<file path="src/rtl/mem_bus_rr_sched.sv">
// Round-robin owner scheduler for the MCU external memory data bus.
// Grants one requester at a time and latches its direction. It inserts a
// turnaround gap between owners and preempts an owner that holds the bus too
// long while other ports wait.
// Optional feature macro: MBA_PRIO_EN makes port 0 urgent. Port 0 always wins
// when it requests and is never preempted. The round-robin pointer then
// covers ports 1..NREQ-1 only.
//
// state | meaning
// IDLE  | no owner, bus released, outputs cleared
// GRANT | one port owns the bus, hold timer watches other requesters
// TURN  | dead cycles between owners, waits for PHY drain
module mem_bus_rr_sched #(
    parameter int NREQ      = 4,
    parameter int TURN_CYC  = 2,
    parameter int MAX_HOLD  = 16,
    parameter int DRAIN_MAX = 3
) (
    input  logic                    clk_166M66,
    input  logic                    mcu_sys_rst,
    input  logic [NREQ-1:0]         i_req,
    input  logic [NREQ-1:0]         i_rw,
    input  logic                    i_status_bus_transmitting,
    output logic [NREQ-1:0]         o_grant,
    output logic [$clog2(NREQ)-1:0] o_owner,
    output logic                    o_data_bus_enable,
    output logic                    o_data_bus_rw,
    output logic                    o_drain_err
);

    localparam int IW       = $clog2(NREQ);
    localparam int TURN_MAX = TURN_CYC - 1 + DRAIN_MAX;
    localparam int HW       = $clog2(MAX_HOLD) + 1;
    localparam int TW       = $clog2(TURN_MAX + 1) + 1;
`ifdef MBA_PRIO_EN
    localparam bit PRIO = 1'b1;
`else
    localparam bit PRIO = 1'b0;
`endif

    typedef enum logic [1:0] {IDLE = 2'd0, GRANT = 2'd1, TURN = 2'd2} state_t;

    state_t            state_q, state_d;
    logic [NREQ-1:0]   grant_q, grant_d;
    logic [IW-1:0]     owner_q, owner_d;
    logic [IW-1:0]     last_q, last_d;
    logic              en_q, en_d;
    logic              rw_q, rw_d;
    logic              drain_q, drain_d;
    logic [HW-1:0]     hold_q, hold_d;
    logic [TW-1:0]     turn_q, turn_d;

    logic              win_vld;
    logic [IW-1:0]     win_idx;
    logic [IW-1:0]     cand;
    logic              others;

    // Round-robin search from last_owner+1 upward; the nearest requester wins.
    always_comb begin
        win_vld = 1'b0;
        win_idx = '0;
        cand    = '0;
        for (int k = NREQ; k >= 1; k--) begin
            cand = IW'((int'(last_q) + k) % NREQ);
            if (i_req[cand] && !(PRIO && cand == '0)) begin
                win_vld = 1'b1;
                win_idx = cand;
            end
        end
        if (PRIO && i_req[0]) begin
            win_vld = 1'b1;
            win_idx = '0;
        end
    end

    // Next-state and registered-output computation for the scheduler FSM.
    always_comb begin
        state_d = state_q;
        grant_d = grant_q;
        owner_d = owner_q;
        last_d  = last_q;
        en_d    = en_q;
        rw_d    = rw_q;
        drain_d = 1'b0;
        hold_d  = hold_q;
        turn_d  = turn_q;
        others  = |(i_req & ~grant_q);

        unique case (state_q)
            IDLE, TURN: begin
                if (state_q == IDLE ||
                    (turn_q >= TW'(TURN_CYC - 1) && !i_status_bus_transmitting) ||
                    turn_q >= TW'(TURN_MAX)) begin
                    // Forced exit while PHY still busy is flagged as a drain error.
                    drain_d = (state_q == TURN) && i_status_bus_transmitting;
                    turn_d  = '0;
                    hold_d  = '0;
                    if (win_vld) begin
                        state_d = GRANT;
                        grant_d = NREQ'(1) << win_idx;
                        owner_d = win_idx;
                        en_d    = 1'b1;
                        rw_d    = i_rw[win_idx];
                        if (!(PRIO && win_idx == '0)) begin
                            last_d = win_idx;
                        end
                    end else begin
                        state_d = IDLE;
                        grant_d = '0;
                        en_d    = 1'b0;
                        rw_d    = 1'b0;
                    end
                end else begin
                    turn_d = turn_q + 1'b1;
                end
            end
            GRANT: begin
                if (!i_req[owner_q] ||
                    (others && hold_q == HW'(MAX_HOLD - 1) && !(PRIO && owner_q == '0))) begin
                    state_d = TURN;
                    grant_d = '0;
                    en_d    = 1'b0;
                    hold_d  = '0;
                    turn_d  = '0;
                end else if (others) begin
                    if (hold_q != HW'(MAX_HOLD - 1)) begin
                        hold_d = hold_q + 1'b1;
                    end
                end else begin
                    hold_d = '0;
                end
            end
            default: begin
                state_d = IDLE;
                grant_d = '0;
                owner_d = '0;
                en_d    = 1'b0;
                rw_d    = 1'b0;
                hold_d  = '0;
                turn_d  = '0;
            end
        endcase
    end

    // State and output registers with synchronous reset.
    always_ff @(posedge clk_166M66) begin
        if (mcu_sys_rst) begin
            state_q <= IDLE;
            grant_q <= '0;
            owner_q <= '0;
            last_q  <= IW'(NREQ - 1);
            en_q    <= 1'b0;
            rw_q    <= 1'b0;
            drain_q <= 1'b0;
            hold_q  <= '0;
            turn_q  <= '0;
        end else begin
            state_q <= state_d;
            grant_q <= grant_d;
            owner_q <= owner_d;
            last_q  <= last_d;
            en_q    <= en_d;
            rw_q    <= rw_d;
            drain_q <= drain_d;
            hold_q  <= hold_d;
            turn_q  <= turn_d;
        end
    end

    assign o_grant           = grant_q;
    assign o_owner           = owner_q;
    assign o_data_bus_enable = en_q;
    assign o_data_bus_rw     = rw_q;
    assign o_drain_err       = drain_q;

endmodule
</file>
<file path="config.mk">
export PLATFORM = sky130hd
export DESIGN_NAME = mem_bus_rr_sched
export DESIGN_NICKNAME = d
export VERILOG_FILES = /design/src/rtl/mem_bus_rr_sched.sv
export SDC_FILE = /design/constraint.sdc
export NUM_CORES = 1
export LEC_CHECK = 0
export CELL_PAD_IN_SITES_DETAIL_PLACEMENT = 0
export CELL_PAD_IN_SITES_GLOBAL_PLACEMENT = 1
export CORE_MARGIN = 3
export CORE_UTILIZATION = 41
export CTS_CLUSTER_DIAMETER = 30
export DETAILED_ROUTE_END_ITERATION = 10
export PLACE_DENSITY_LB_ADDON = 0.05
export SYNTH_ARGS = -nofsm -noshare
export SYNTH_HDL_FRONTEND = slang
export SYNTH_SLANG_ARGS = --single-unit
export TNS_END_PERCENT = 10
</file>
<file path="constraint.sdc">
create_clock -name clk_166M66 -period 5.1 [get_ports clk_166M66]
set_input_delay 1.02 -clock clk_166M66 [delete_from_list [all_inputs] [get_ports clk_166M66]]
set_output_delay 1.02 -clock clk_166M66 [all_outputs]
set_load 0.02 [all_outputs]
</file>
=== After elaboration in Yosys (flattened, before gate mapping) ===
Index checks and enable logic that the tools add are counted.

* Multiplexer cells: 45
* Add/subtract/negate cells: 6
* Order comparisons: 8
* Shift-type cells: 1
* Reduce and logical (&&, ||, !) cells: 17
* Bitwise gates (word level): 5
* Equality and inequality tests: 8

{| class="wikitable"
|+ Operators with widths
! operator !! count
|-
| two-way mux 5 bit || 4
|-
| < comparator 2 x 3 -> 1 bit, second input constant || 6
|-
| two-way mux 1 bit || 16
|-
| two-way mux 2 bit || 8
|-
| two-way mux 4 bit || 4
|-
| case mux 4 bit (2 select lines) || 2
|-
| binary-select mux 1 bit (select 2 bit) || 6
|-
| case mux 5 bit (2 select lines) || 1
|-
| case mux 2 bit (2 select lines) || 2
|-
| inequality test 2 bit, second input constant || 3
|-
| AND reduction 2 bit || 3
|-
| AND reduction 3 bit || 2
|-
| adder 5 x 1 -> 5 bit, second input constant || 1
|-
| == test 5 x 4 -> 1 bit, second input constant || 1
|-
| inequality test 5 x 4 -> 1 bit, second input constant || 1
|-
| adder 2 x 1 -> 2 bit, second input constant || 2
|-
| adder 2 bit, second input constant || 2
|-
| adder 4 x 1 -> 4 bit, second input constant || 1
|-
| AND 4 bit || 1
|-
| greater-or-equal comparator 4 x 1 -> 1 bit, second input constant || 1
|-
| greater-or-equal comparator 4 x 3 -> 1 bit, second input constant || 1
|-
| inequality test 4 bit, second input constant || 1
|-
| NOT 4 bit || 1
|-
| case mux 1 bit (2 select lines) || 2
|-
| 11 further kinds || 18
|}

* Input port bits: 11
* Word-level logic and storage cells: 99
* Bits in registers: 22
* Output and inout port bits: 9

=== Longest topological paths before layout ===
Gate-level depths: netlist (run 1).

* Depth in word-level cells: 12
* Mapped depth: 8
* Gate-level depth less buffers: 7

=== Worst setup path before layout (run 1) ===
Ideal clock, no wire load.

* Path type: input to register
* Start: in i_req[3]
* End: reg grant_q[1], in the netlist o_grant[1]
* Path buffers: 0
* Stages: 5
* Data required time: 4.983 ns
* Slack: 3.020 ns
* Library setup time: 0.117 ns
* Arrival: 1.963 ns
* Cells stage by stage: mux4_2 -> nand2_4 -> a21o_4 -> a21oi_2 -> a32o_1

* Longest elaborated chain between the ends: 10
* Elaborated cells between the ends (all ways): 29
* Classes of those cells: 1 x eq/ne; 1 x shift; 21 x mux; 1 x bitwise; 5 x reduce/logical

{| class="wikitable"
|+ RTL lines
! item !! RTL line !! source
|-
| from (decl) || 21 || <nowiki>input logic [NREQ-1:0] i_req,</nowiki>
|-
| binary-select mux 1 bit (select 2 bit) || 65 || <nowiki>if (i_req[cand] && !(PRIO && cand == '0)) begin</nowiki>
|-
| two-way mux 1 bit (not written as such) || 65 ||
|-
| two-way mux 2 bit (4 in a row) || 65 ||
|-
| left shift 1 x 2 -> 4 bit || 100 || <nowiki>grant_d = NREQ'(1) << win_idx;</nowiki>
|-
| two-way mux 4 bit || 98 || <nowiki>if (win_vld) begin</nowiki>
|-
| two-way mux 4 bit || 91 || <nowiki>if (state_q == IDLE ||</nowiki>
|-
| case mux 4 bit (2 select lines) || 89 || <nowiki>unique case (state_q)</nowiki>
|-
| to (signal assigned) || 159 || <nowiki>grant_q <= grant_d;</nowiki>
|-
| to (decl) || 44 || <nowiki>logic [NREQ-1:0] grant_q, grant_d;</nowiki>
|}

Several ways; a longest one is shown, not always the timed one. The select of a mux whose other input is x is not followed.
A chain may end at the register's enable or synchronous reset.

=== Worst setup path after layout (run 1) ===
* Start: in i_status_bus_transmitting
* End: reg hold_q[3]

* Longest elaborated chain between the ends: 6

{| class="wikitable"
|+ RTL lines
! item !! RTL line !! source
|-
| from (decl) || 23 || <nowiki>input logic i_status_bus_transmitting,</nowiki>
|-
| logical NOT 1 bit || 92 || <nowiki>(turn_q >= TW'(TURN_CYC - 1) && !i_status_bus_transmitting) ||</nowiki>
|-
| logical AND 1 bit || 92 ||
|-
| logical OR 1 bit || 91 ||
|-
| logical OR 1 bit || 92 ||
|-
| inequality test 2 bit (no line) || n/a ||
|-
| AND reduction 2 bit (no line) || n/a ||
|-
| to (signal assigned) || 165 || <nowiki>hold_q <= hold_d;</nowiki>
|-
| to (decl) || 50 || <nowiki>logic [HW-1:0] hold_q, hold_d;</nowiki>
|}

No other way between the ends.

==> summary.md, run 1 <==
| Metric | Value |
|---|---|
| Outcome | finished, final reports clean |
| Placed cells | 175 |
| DR vias | 981 |
| GR Overflow Total | 0 |
| Layout Nets | 166 |
| DR iter-0 viols | 49 |
| Via density | 5.48 |
| Util after Layout | 0.538 |
| RSZ-0062 raised after global routing | no |
| Slew @ Worst Pin | 773 ps |
| Clk sinks | 21 |
| Initial Utilization | 0.445 |
| Syn Nets | 146 |
| Pre-CTS WS | 2260 ps |
| Number of port buffers | 19 |
| Hpwl dp | 1850 um |
| Worst-path clk slew | 110 ps |
| IO Pins | 20 |
| Layout cells sized above 1 | 0.0872 |
| Design Power | 0.427 mW |
| Die Height | 58.6 um |
| Final slew viol count | 0 |
| CTS Buf Count | 3 |
| Setup Buffers After CTS | 0 |
| # Max-Cap Violations | 0 |
| Crit path from | i_status_bus_transmitting |
| Root buffer cell | clkbuf_4 |
| Hold crit path type | reg2reg |
| Final std cells w/o fill | 179 |
| Worst path max stage delay | 640 ps |
| CTS H-tree depth | 1 |
| Area of the multi-input gates | 673 um^2 |
| Initial antenna violation count | 0 |
| Rows | 18 |
| Mapped Area | 1130 um^2 |
| Most common flop cell mapped by yosys | dfxtp_1 |
| Post_cts resized | 0 |
| Area after DPL | 1340 um^2 |
| Post-Synthesis Cells | 130 |
| Worst r2r src | turn_q[1] |
| Area grow syn2layout | 20.9% |
| Worst-skew pair later-pin latency | 300 ps |
| Overall routing resource usage | 0.166 |
| Slew HR | 0.483 |
| VDD IR-drop max | 0.159 mV |
| HP Start | turn_q[3] |
| CTS tree | yes |
| Placer Congestion | 0.843 |
| Final wirelength | 2450 um |
| Setup Viol. Count Final | 0 |
| First-pass GRT wire length | 4360 um |
| Max FO, Critical Path | 12 |
| Ys async rst share | 0 |
| Hold-fix buffers at CTS | 0 |
| Pin count of the biggest net entering global routing | 23 |
| Setup TNS after final layout | 0 ps |
| CP Data Arrival Time | 2750 ps |
| Tcrit/Tclk final | 0.495 |
| Worst path cell trace | clkdlybuf4s50_1, o211ai_1, nor2_1, a22oi_1, a21oi_1 |
| Average cell area after synthesis | 8.72 um^2 |
| Design Area, Final | 1370 um^2 |
| Critical path class | in2reg |
| Pleak | 0.538 nW |
| Vias in the first global route | 924 |
| CP max-delay cell | nor2_1 |
| Hold_ws | 480 ps |
| Seq/Total Area, Yosys | 0.371 |
| FILL cells | 246 |
| Die area | 3430 um^2 |
| Startpoint Class | input port |
| WL per Instance | 13.7 um |
| Crit path setup slack, layout | 2580 ps |
| CTS max path bufs | 2 |
| Hold Fails Final Rpt | 0 |
| F_max | 0.396 GHz |
| Synth cell types | 40 |
| Clock skew | 1.49 ps |
| Final Critical Period | 2520 ps |
| Die W | 58.6 um |
| Required time worst endpoint | 5330 ps |
| Core Area | 2540 um^2 |
| Post-synth EDFFs | 0 |
| Sequential cell area | 420 um^2 |
| ANT nets after route | 0 |
| YS warnings | 0 |
| Crit. End Element | flop |
| DR DRC count | 0 |
| Pwr dens | 312 nW/um^2 |
| DRT Pass-1 Iters | 4 |
| Flops & latches, synth | 21 |
| N_diodes | 0 |
==> per-layer routing <==
layer  vias up  share of wire  GRT usage
li1        504              -          -
met4         0          0.019     0.0777
met5         -              0          0
met2        17           0.49      0.274
met3         5          0.056     0.0329
met1       455           0.43      0.208
==> cells in the mapped netlist, drive strengths merged (2+ instances only) <==
library cell,count,area share
nor3b,2,0.023
dfxtp,21,0.37
nand3,7,0.031
ha,5,0.055
o211ai,2,0.013
buf,2,0.0088
mux2i,3,0.026
a21oi,9,0.046
nand3b,5,0.033
nor2b,6,0.033
nand2b,3,0.017
a22oi,5,0.033
a21o,2,0.020
inv,6,0.020
clkbuf,2,0.0066
or2,2,0.011
nand2,12,0.046
nor3,2,0.0088
nor2,14,0.046
o21ai,6,0.026
==> cell families (layout without fill, tap and decap cells) <==
group | count (synthesis) | count (layout) | synth area share
AND/OR/NAND/NOR | 57 | 57 | 0.276
AO/OA/AOI/OAI | 33 | 33 | 0.216
flip-flops | 21 | 21 | 0.371
buffers and inverters | 10 | 29 | 0.0353
adder cells (fa/ha/maj) | 5 | 5 | 0.0552
multiplexers | 4 | 4 | 0.0464
==> cell type report <==
type,count,area share
clock buffer,4,0.0192
inverter,6,0.0164
multi-input combinational,99,0.491
sequential,21,0.307
tap,30,0.0274
timing repair buffer,19,0.139
==> flip-flops by register name, indices dropped and copies added (netlist names) <==
register / flops
state_q: 2
hold_q: 5
o_owner: 2
o_data_bus_rw: 1
o_drain_err: 1
turn_q: 4
last_q: 2
o_grant: 4
==> worst paths after layout <==
check	end	slack (ps)	depth (start not counted)
worst min register to register	turn_q[3]	480	1
worst max-delay path	hold_q[3]	2580	5
worst min-delay path	turn_q[3]	480	1
worst max register to register	hold_q[3]	3090	7
==> power breakdown <==
| group | leakage [nW] | internal (mW) | switching, mW |
|---|---|---|---|
| Clock | 0.0150 | 0.0305 | 0.0478 |
| Combinational | 0.352 | 0.0664 | 0.0812 |
| Sequential | 0.171 | 0.182 | 0.0191 |
| Total | 0.538 | 0.279 | 0.148 |
==> cell usage in the layout, fill, tap and decap left out, drive strengths merged, types with 2 or more instances in the layout <==
cell / synthesis / layout
nor3: 2 / 2
nand3b: 5 / 5
o211ai: 2 / 2
nand2b: 3 / 3
nand2: 12 / 12
ha: 5 / 5
a22oi: 5 / 5
o21ai: 6 / 6
clkbuf: 2 / 4
or2: 2 / 2
a21oi: 9 / 9
mux2i: 3 / 3
nor3b: 2 / 2
clkdlybuf4s50: 0 / 19
inv: 6 / 6
nor2: 14 / 14
a21o: 2 / 2
nand3: 7 / 7
nor2b: 6 / 6
dfxtp: 21 / 21
==> critical path, delay by kind of cell <==
kind | cells | cell delay, ps
AOI/OAI and AO/OA | 3 | 600
buffers and inverters | 1 | 480
and+or+nand+nor | 1 | 640
(Power assumes the default switching activity.)
==> inputs of run 2 (changes only) <==
--- a/config.mk
+++ b/config.mk
@@ -8,7 +8,7 @@
 export CELL_PAD_IN_SITES_DETAIL_PLACEMENT = 0
 export CELL_PAD_IN_SITES_GLOBAL_PLACEMENT = 1
 export CORE_MARGIN = 3
-export CORE_UTILIZATION = 41
+export CORE_UTILIZATION = 38
 export CTS_CLUSTER_DIAMETER = 30
 export DETAILED_ROUTE_END_ITERATION = 10
 export PLACE_DENSITY_LB_ADDON = 0.05
==> constraint.sdc (replaced) <==
create_clock -name clk_166M66 -period 2.6 [get_ports clk_166M66]
set_input_delay 0.52 -clock clk_166M66 [delete_from_list [all_inputs] [get_ports clk_166M66]]
set_output_delay 0.52 -clock clk_166M66 [all_outputs]
set_load 0.02 [all_outputs]
==> run 2 against run 1 <==
Sequential cell count stayed put. Design area is 2.0% higher. First-iteration DRC count is 6.1% lower. Cell count is 2.2% higher. Wire length is 2.6% higher. Clock power is 110% higher. Clock skew is 9.3 ps higher. Register-to-register slack worse by 2200 ps. Clock-buffer cell count is 1 lower. Non-clock buffer count is 3 higher. Largest cell class unchanged.
==> summary.md, run 2 (synthesized netlist as in run 1, its figures left out) <==
| Metric | Value |
|---|---|
| Outcome | finished, final reports clean |
| DR iter-0 viols | 46 |
| Hpwl dp | 1950 um |
| Pre-CTS WS | 352 ps |
| VDD IR-drop max | 0.290 mV |
| R2R depth | 6 |
| Via density | 5.33 |
| Util after Layout | 0.498 |
| Area of the multi-input gates | 673 um^2 |
| Pwr dens | 612 nW/um^2 |
| Final wirelength | 2510 um |
| Worst-path clk slew | 130 ps |
| First-pass GRT wire length | 4440 um |
| Pin count of the biggest net entering global routing | 22 |
| Slew HR | 0.749 |
| F_max | 0.514 GHz |
| Final slew viol count | 0 |
| Hold Path Stages | 1 |
| Sequential cell area | 420 um^2 |
| Required time worst endpoint | 2080 ps |
| Die area | 3670 um^2 |
| Die Height | 60.6 um |
| Hold_ws | 488 ps |
| GR Overflow Total | 0 |
| RSZ-0062 raised after global routing | no |
| Placer Congestion | 0.763 |
| CTS Buf Count | 3 |
| Setup Viol. Count Final | 0 |
| Slew @ Worst Pin | 376 ps |
| ANT nets after route | 0 |
| Core Area | 2810 um^2 |
| Initial Utilization | 0.404 |
| CTS max path bufs | 2 |
| DRT Pass-1 Iters | 4 |
| # Max-Cap Violations | 0 |
| Placed cells | 179 |
| DR vias | 975 |
| N_diodes | 0 |
| Initial antenna violation count | 0 |
| Number of port buffers | 19 |
| CP Depth | 1 |
| Design Power | 0.855 mW |
| Crit path setup slack, layout | 653 ps |
| Overall routing resource usage | 0.161 |
| Most common cell after layout, fill and taps aside | dfxtp_1 |
| Setup Buffers After CTS | 0 |
| FILL cells | 290 |
| Worst path cell trace | clkdlybuf4s50_1 |
| Clk sinks | 21 |
| Rows | 19 |
| Crit. End Element | output pin |
| Worst path top cell family by delay | buffers and inverters |
| Post_cts resized | 0 |
| Area grow syn2layout | 23.3% |
| Die W | 60.6 um |
| Startpoint Class | flop |
| Hold-fix buffers at CTS | 0 |
| Most frequent cells in the layout | dfxtp_1, clkdlybuf4s50_1, nor2_1 |
| CP max-delay cell | clkdlybuf4s50_1 |
| Area after DPL | 1370 um^2 |
| Max FFs per register | 5 |
| Design Area, Final | 1400 um^2 |
| Max FO, Critical Path | 8 |
| Critical path class | reg2out |
| CTS tree | yes |
| Pleak | 0.551 nW |
| Tcrit/Tclk final | 0.749 |
| Root buffer cell | clkbuf_4 |
| Setup TNS after final layout | 0 ps |
| Vias in the first global route | 987 |
| IO Pins | 20 |
| DR DRC count | 0 |
| WL per Instance | 13.7 um |
| WP buf/inv | 1 |
| Final std cells w/o fill | 183 |
| Final Critical Period | 1950 ps |
| Reg with most FFs | hold_q |
| Hold crit path type | reg2reg |
| Layout Nets | 169 |
| Layout cells sized above 1 | 0.112 |
| Worst path max stage delay | 660 ps |
| Worst-skew pair later-pin latency | 310 ps |
| CTS H-tree depth | 1 |
| Clock skew | 10.8 ps |
| CP Data Arrival Time | 1430 ps |
| Hold Fails Final Rpt | 0 |
==> run 2: metal layers <==
layer	GRT usage	part of all wire	vias up
met5	0	0	-
met4	0.0650	0.0080	0
met3	0.0191	0.028	2
met2	0.289	0.51	12
met1	0.193	0.45	454
li1	-	-	507
==> run 2: power breakdown <==
group / switching, mW / total [mW] / internal (mW) / leakage, nW
combinational: 0.162 / 0.300 / 0.138 / 0.366
clock: 0.102 / 0.161 / 0.0586 / 0.0139
sequential: 0.0371 / 0.394 / 0.357 / 0.171
total: 0.302 / 0.855 / 0.553 / 0.551
==> run 2: layout make-up <==
cell class,instances,area share
timing repair buffer,22,0.152
clock inverter,1,0.00537
tap,31,0.0278
clock buffer,3,0.0161
sequential,21,0.301
inverter,6,0.0161
multi-input combinational,99,0.482
==> run 2: final timing paths <==
check / start / endpoint / slack [ps]
worst max register to register: hold_q[0] / hold_q[2] / 860
worst max-delay path: state_q[0] / o_data_bus_enable / 650
worst min register to register: turn_q[3] / turn_q[3] / 490
worst min-delay path: turn_q[3] / turn_q[3] / 490
